<file path="src/rtl/fetch_control_pkg.sv">
// Shared types and default constants for the instruction-fetch controller.
package fetch_control_pkg;

    localparam int unsigned XLEN_DEFAULT = 32;
    localparam int unsigned ILEN         = 32;

    localparam logic [XLEN_DEFAULT-1:0] RESET_PC_DEFAULT  = 32'h0000_0000;
    localparam logic [ILEN-1:0]         NOP_INSTR_DEFAULT = 32'h0000_0013;

    typedef enum logic [1:0] {
        BOOT       = 2'd0,
        FETCH      = 2'd1,
        REDIR_WAIT = 2'd2,
        HOLD       = 2'd3
    } fetch_state_e;

    typedef struct packed {
        logic [ILEN-1:0] instr;
        logic            valid;
    } skid_entry_t;

endpackage

</file>
<file path="src/rtl/fetch_skid_buf.sv">
// One-entry holding buffer for a fetched instruction that IF/ID could not accept yet.
module fetch_skid_buf
    import fetch_control_pkg::*;
(
    input  logic            clock,
    input  logic            reset,
    input  logic            load,
    input  logic            clear,
    input  logic            unload,
    input  logic [ILEN-1:0] din,
    output skid_entry_t     entry
);

    // Discard wins over capture so a flush always leaves the buffer empty.
    always_ff @(posedge clock or negedge reset) begin
        if (!reset) begin
            entry <= '0;
        end else if (clear) begin
            entry <= '0;
        end else if (load) begin
            entry <= '{instr: din, valid: 1'b1};
        end else if (unload) begin
            entry <= '0;
        end
    end

endmodule

</file>
<file path="src/rtl/fetch_control.sv">
// Instruction-fetch sequencer: owns the PC, runs the imem request handshake and
// writes the IF/ID register with stall, flush and redirect handling.
module fetch_control
    import fetch_control_pkg::*;
#(
    parameter int unsigned      XLEN      = XLEN_DEFAULT,
    parameter logic [XLEN-1:0]  RESET_PC  = RESET_PC_DEFAULT,
    parameter logic [ILEN-1:0]  NOP_INSTR = NOP_INSTR_DEFAULT
) (
    input  logic            clock,
    input  logic            reset,
    input  logic            branch_taken,
    input  logic [XLEN-1:0] branch_target,
    input  logic            hazard_stall,
    output logic            imem_req,
    output logic [XLEN-1:0] imem_addr,
    input  logic            imem_ready,
    input  logic [ILEN-1:0] imem_rdata,
    output logic [XLEN-1:0] pc_out,
    output logic [ILEN-1:0] ifid_instr,
    output logic [XLEN-1:0] ifid_npc,
    output logic            ifid_valid,
    output logic [31:0]     fetch_count
);

    fetch_state_e    state, state_nxt;
    logic [XLEN-1:0] pc, pc_nxt;
    logic [XLEN-1:0] pending, pending_nxt;
    logic [ILEN-1:0] instr_nxt;
    logic [XLEN-1:0] npc_nxt;
    logic            valid_nxt;
    logic [31:0]     count_nxt;
    logic            req_nxt;

    logic            skid_load, skid_clear, skid_unload;
    skid_entry_t     skid;

    logic [XLEN-1:0] pc_plus4;
    logic [XLEN-1:0] target_aligned;

    assign pc_plus4       = pc + XLEN'(4);
    assign target_aligned = {branch_target[XLEN-1:2], 2'b00};

    // The address is only ever changed by pc, so it stays stable across a wait.
    assign imem_addr = pc;
    assign pc_out    = pc;

    fetch_skid_buf u_skid (
        .clock  (clock),
        .reset  (reset),
        .load   (skid_load),
        .clear  (skid_clear),
        .unload (skid_unload),
        .din    (imem_rdata),
        .entry  (skid)
    );

    always_ff @(posedge clock or negedge reset) begin
        if (!reset) begin
            state       <= BOOT;
            pc          <= RESET_PC;
            pending     <= '0;
            imem_req    <= 1'b0;
            ifid_instr  <= NOP_INSTR;
            ifid_npc    <= '0;
            ifid_valid  <= 1'b0;
            fetch_count <= '0;
        end else begin
            state       <= state_nxt;
            pc          <= pc_nxt;
            pending     <= pending_nxt;
            imem_req    <= req_nxt;
            ifid_instr  <= instr_nxt;
            ifid_npc    <= npc_nxt;
            ifid_valid  <= valid_nxt;
            fetch_count <= count_nxt;
        end
    end

    // Next-state and next-output logic; priority is flush > stall > advance.
    always_comb begin
        state_nxt   = state;
        pc_nxt      = pc;
        pending_nxt = pending;
        instr_nxt   = ifid_instr;
        npc_nxt     = ifid_npc;
        valid_nxt   = ifid_valid;
        count_nxt   = fetch_count;
        skid_load   = 1'b0;
        skid_clear  = 1'b0;
        skid_unload = 1'b0;

        case (state)
            BOOT: begin
                state_nxt = FETCH;
            end

            FETCH: begin
                if (branch_taken) begin
                    instr_nxt = NOP_INSTR;
                    valid_nxt = 1'b0;
                    if (imem_ready) begin
                        pc_nxt = target_aligned;
                    end else begin
                        pending_nxt = target_aligned;
                        state_nxt   = REDIR_WAIT;
                    end
                end else if (imem_ready) begin
                    if (hazard_stall) begin
                        skid_load = 1'b1;
                        state_nxt = HOLD;
                    end else begin
                        instr_nxt = imem_rdata;
                        npc_nxt   = pc_plus4;
                        valid_nxt = 1'b1;
                        pc_nxt    = pc_plus4;
                        count_nxt = fetch_count + 32'd1;
                    end
                end else if (!hazard_stall) begin
                    instr_nxt = NOP_INSTR;
                    valid_nxt = 1'b0;
                end
            end

            REDIR_WAIT: begin
                instr_nxt = NOP_INSTR;
                valid_nxt = 1'b0;
                if (imem_ready) begin
                    pc_nxt    = branch_taken ? target_aligned : pending;
                    state_nxt = FETCH;
                end else if (branch_taken) begin
                    pending_nxt = target_aligned;
                end
            end

            HOLD: begin
                if (branch_taken) begin
                    skid_clear = 1'b1;
                    pc_nxt     = target_aligned;
                    instr_nxt  = NOP_INSTR;
                    valid_nxt  = 1'b0;
                    state_nxt  = FETCH;
                end else if (!hazard_stall) begin
                    skid_unload = 1'b1;
                    instr_nxt   = skid.instr;
                    npc_nxt     = pc_plus4;
                    valid_nxt   = skid.valid;
                    pc_nxt      = pc_plus4;
                    count_nxt   = fetch_count + 32'd1;
                    state_nxt   = FETCH;
                end
            end

            default: begin
                state_nxt = BOOT;
            end
        endcase

        req_nxt = (state_nxt == FETCH) || (state_nxt == REDIR_WAIT);
    end

endmodule
</file>
<file path="config.mk">
export PLATFORM = sky130hd
export DESIGN_NAME = fetch_control
export DESIGN_NICKNAME = d
export VERILOG_FILES = /design/src/rtl/fetch_control_pkg.sv /design/src/rtl/fetch_skid_buf.sv /design/src/rtl/fetch_control.sv
export SDC_FILE = /design/constraint.sdc
export NUM_CORES = 1
export LEC_CHECK = 0
export ABC_AREA = 1
export BUFFER_PORTS_ARGS = -buffer_cell sky130_fd_sc_hd__buf_4
export CORE_ASPECT_RATIO = 2
export CORE_UTILIZATION = 52
export CTS_BUF_LIST = sky130_fd_sc_hd__clkbuf_16
export CTS_CLUSTER_DIAMETER = 150
export CTS_CLUSTER_SIZE = 10
export DETAILED_ROUTE_END_ITERATION = 16
export PLACE_DENSITY = 0.86
export SLEW_MARGIN = 40
export SYNTH_ARGS = -nofsm -noshare
export SYNTH_HDL_FRONTEND = slang
export SYNTH_SLANG_ARGS = --single-unit
</file>
<file path="constraint.sdc">
create_clock -name clock -period 1.8 [get_ports clock]
set_input_delay 0.45 -clock clock [delete_from_list [all_inputs] [get_ports clock]]
set_output_delay 0.45 -clock clock [all_outputs]
set_load 0.05 [all_outputs]
</file>
==> metrics.csv <==
stage,metric,value,unit
layout,area_growth,31.6,%
yosys,ys_seq_area_frac,0.490,
clock_tree,cts_buffers,17,
layout,nNetsFinal,1621,
drt,drtAntennaViolNets,0,
drt,wl_per_cell,16.1,um
global_routing,grt_pass1_vias,9585,
pwr,leakage,6.81,nW
pwr,pwr-share-seq,0.325,
yosys,yosys.area.top_type,dfrtp_1,
sta,fin_setup_tns,-0.309,ns
setup_path,cp.required,2.16,ns
global_routing,grt_max_degree,64,
die,die_x,100,um
sta,setup_ws,-0.100,ns
yosys,synthCells,1292,
pwr,sw_frac_of_total,0.464,
drt,firstDrtPassIters,6,
die,start_util,0.534,
yosys,yosys.area.top_type_share,0.483,
pwr,power_frac_comb,0.487,
job,timing.max_cap.violations,0,
setup_path,cp_num_buf_inv,1,
yosys,async_reset_ff_frac,1.00,
global_routing,grt.busiest_layer,met2,
drt,dr_total_vias,9558,
hold_path,hp-class,in2reg,
die,die_h,199,um
layout,multi_input_area,4250,um2
setup_path,crit_path_end_kind,register,
setup_path,setup.worst_path.start_class,register,
global_routing,antenna_found_initial,2,
die,io_pins,231,
drt,drt_iter0_markers,753,
die,fp-row-count,71,
run_status,status,finished with violations,
sta,rsz0062_at_grt,true,
yosys,synth_xor_area_frac,0.0366,
yosys,synth_edf_count,0,
layout,regArea,4950,um2
setup_path,cp_max_fo,3,
setup_path,slowest_stage,dfrtp_2,
yosys,synth_compound_area_frac,0.123,
sta,skew,0.00927,ns
placement,place.gp.congestion,0.904,
placement,place_area,12300,um2
die,core_area,18800,um2
yosys,yosysWarnings,0,
pwr,powerDensity,1500,nW/um2
yosys,synthMuxAreaShare,0,
yosys,yosys-top-cells-area,"dfrtp_1 48%, nand2_1 15%, inv_1 5.3%, o22ai_1 4.0%, nor2_1 3.7%",
yosys,synthAdderAreaFrac,0.00249,
global_routing,grt-ovfl-total,0,
global_routing,grt_usage,0.297,
clock_tree,cts_tree,done,
die,dieArea,19900,um2
clock_tree,clkTransAtPathRegs,0.07,ns
setup_path,crit_top_cell,nand2_1,
drt,viasPerCell,5.25,
drt,routed_wl,29.2,mm
clock_tree,cts_buffer_depth,2,
yosys,synthesis.nets,1363,
yosys,ys_types,36,
setup_path,worstPathArrival,2.26,ns
sta,max_freq,526,MHz
pwr,ir_worst_vdd,0.810,mV
sta,post-route-period-util,1.06,
clock_tree,cts_sinks,197,
clock_tree,htree_num_levels,4,
yosys,synth.avg_cell_area,7.79,um2
sta,worst_slew_pin_slew,0.526,ns
sta,hold_violations,0,
sta,fin_crit,1.90,ns
pwr,finalPower,19.8,mW
pwr,power_frac_clock,0.187,
global_routing,grt_pass1_wl,45.8,mm
pwr,p_int,10.6,mW
yosys,synthTopCellsByCount,"411 x nand2_1, 194 x dfrtp_1, 142 x inv_1",
placement,pre_cts_ws,-0.0351,ns
setup_path,crit_type,reg2reg,
clock_tree,clk_latency,0.43,ns
sta,setup_viol_count_final,5,
setup_path,crit_family,simple AND/OR/NAND/NOR gates,
yosys,netlist_area,10100,um2
global_routing,grt_use_met1,0.309,
run_status,failed_checks,setup timing,
sta,slew_headroom,0.649,
yosys,synth_top_family_by_area,simple AND/OR/NAND/NOR gates,
placement,dp_hpwl,21.4,mm
yosys,synth_most_common_cell,nand2_1,
sta,slew_viol_final,0,
pwr,power_switching,9.21,mW
setup_path,cp_cell_sequence,nand2_1 -> nor2_2 -> nand2_1 -> nor2_1 -> buf_4 -> xor2_2 -> nand2_1 -> nand2_1 -> nand2_1 -> a21oi_1,
yosys,synth-simple-area-share,0.240,
layout,nFillCells,1478,
global_routing,grtUsageMet3,0.0502,
clock_tree,root_buffer,clkbuf_16,
layout,drive_gt1_frac,0.282,
yosys,synth_seq_cells,197,
setup_path,cpPeakStageDelay,0.41,ns
placement,numPortBuffers,228,
yosys,synth_flop_cell,dfrtp_1,
global_routing,grt.met2_usage,0.538,
drt,drc,0,
layout,final_cell_area,13200,um2
[power by group through the flow]
stage          logic, mW  registers [mW]  clock network, mW
6_report            9.67            6.45               3.71
5_1_grt             10.3            6.56               3.94
4_1_cts             9.31            6.41               3.77
3_5_place_dp        9.24            6.48                  0
3_3_place_gp        9.06            6.43                  0
2_1_floorplan       3.66            9.11                  0
[registers in the layout, summed over array words and instances (netlist names)]
name	flops
u_skid.entry	33
fetch_count	32
imem_addr	32
ifid_valid	1
state	2
imem_req	1
ifid_instr	32
pending	32
ifid_npc	32
[path summary, 6_finish.rpt]
| kind | from | endpoint | slack (ns) | cells past startpoint |
|---|---|---|---|---|
| min in group asynchronous | reset | ifid_npc[2]$_DFFE_PN0P_ | 0.49 | 2 |
| hold reg to reg | fetch_count[31]$_DFFE_PN0P_ | fetch_count[31]$_DFFE_PN0P_ | 0.47 | 1 |
| setup / recovery | imem_addr[4]$_DFFE_PN0P_ | imem_addr[11]$_DFFE_PN0P_ | -0.10 | 10 |
| hold / removal | branch_target[6] | pending[6]$_DFFE_PN0P_ | 0.24 | 3 |
| max in group asynchronous | reset | imem_addr[23]$_DFFE_PN0P_ | 0.66 | 3 |
| setup reg to reg | imem_addr[4]$_DFFE_PN0P_ | imem_addr[11]$_DFFE_PN0P_ | -0.10 | 10 |
[cell usage in the layout, fill, tap and decap left out, types with 5 or more instances in the layout]
cell,count
a21oi_1,53
buf_4,315
nor2_1,82
nor2_2,15
xor2_2,5
xnor2_1,11
buf_12,8
nand2_2,7
nor2_4,14
o21ai_0,71
inv_1,145
nor3_1,9
clkbuf_16,17
o21ai_1,13
a31oi_1,10
xor2_1,26
nand4_1,7
dfrtp_2,17
nand3_1,29
inv_2,8
o22ai_1,64
dfrtp_1,177
nand2_1,406
[repair_timing]
action | in CTS | in global routing
hold buffers | 1 | 0
endpoints found under the hold margin | 32 | 0
gates resized for setup | 9 | 48
setup buffers | 0 | 12
pin swaps | 1 | 12
endpoints found under the setup margin | 8 | 36
[kinds of logic (layout without fill, tap and decap cells)]
family / count (synthesis) / count (layout)
AOI/OAI and AO/OA: 224 / 224
other: 0 / 2
and+or+nand+nor: 589 / 589
xor gates and xnor gates: 42 / 42
buffers and inverters: 238 / 509
DFF: 197 / 197
adders and majority gates: 2 / 2
[tightest hold or removal path: cells and delay by family]
family | cells | cell delay (ns)
AOI/OAI and AO/OA | 1 | 0.06
buffers and inverters | 1 | 0.08
and+or+nand+nor | 1 | 0.04
[area by class of cell]
| type | instances | share of cell area |
|---|---|---|
| clock buffers | 17 | 0.0321 |
| repair buffers | 327 | 0.194 |
| clock inverters | 15 | 0.0108 |
| multi-input cells | 857 | 0.321 |
| flip-flops and latches | 197 | 0.374 |
| diodes | 2 | 0.000378 |
| inverters | 150 | 0.0425 |
| well taps | 255 | 0.0241 |
[routing by layer]
metal  routed length (um)  up-vias  share of wire
met5                    0        -              0
met3                 1690      107          0.058
met2                15500      419           0.53
met4                 1820        0          0.062
met1                10200     4447           0.35
li1                     -     4585              -
[stage by stage]
stage,util,hold slack (ns),instances
floorplan,-,0.154,1292
global placement,0.655,0.386,1773
detailed placement,0.655,0.383,1773
CTS,0.688,0.230,1806
global route,0.703,0.246,1820
finish,0.703,0.235,1820
No activity file was read; power rests on OpenSTA's default activity.
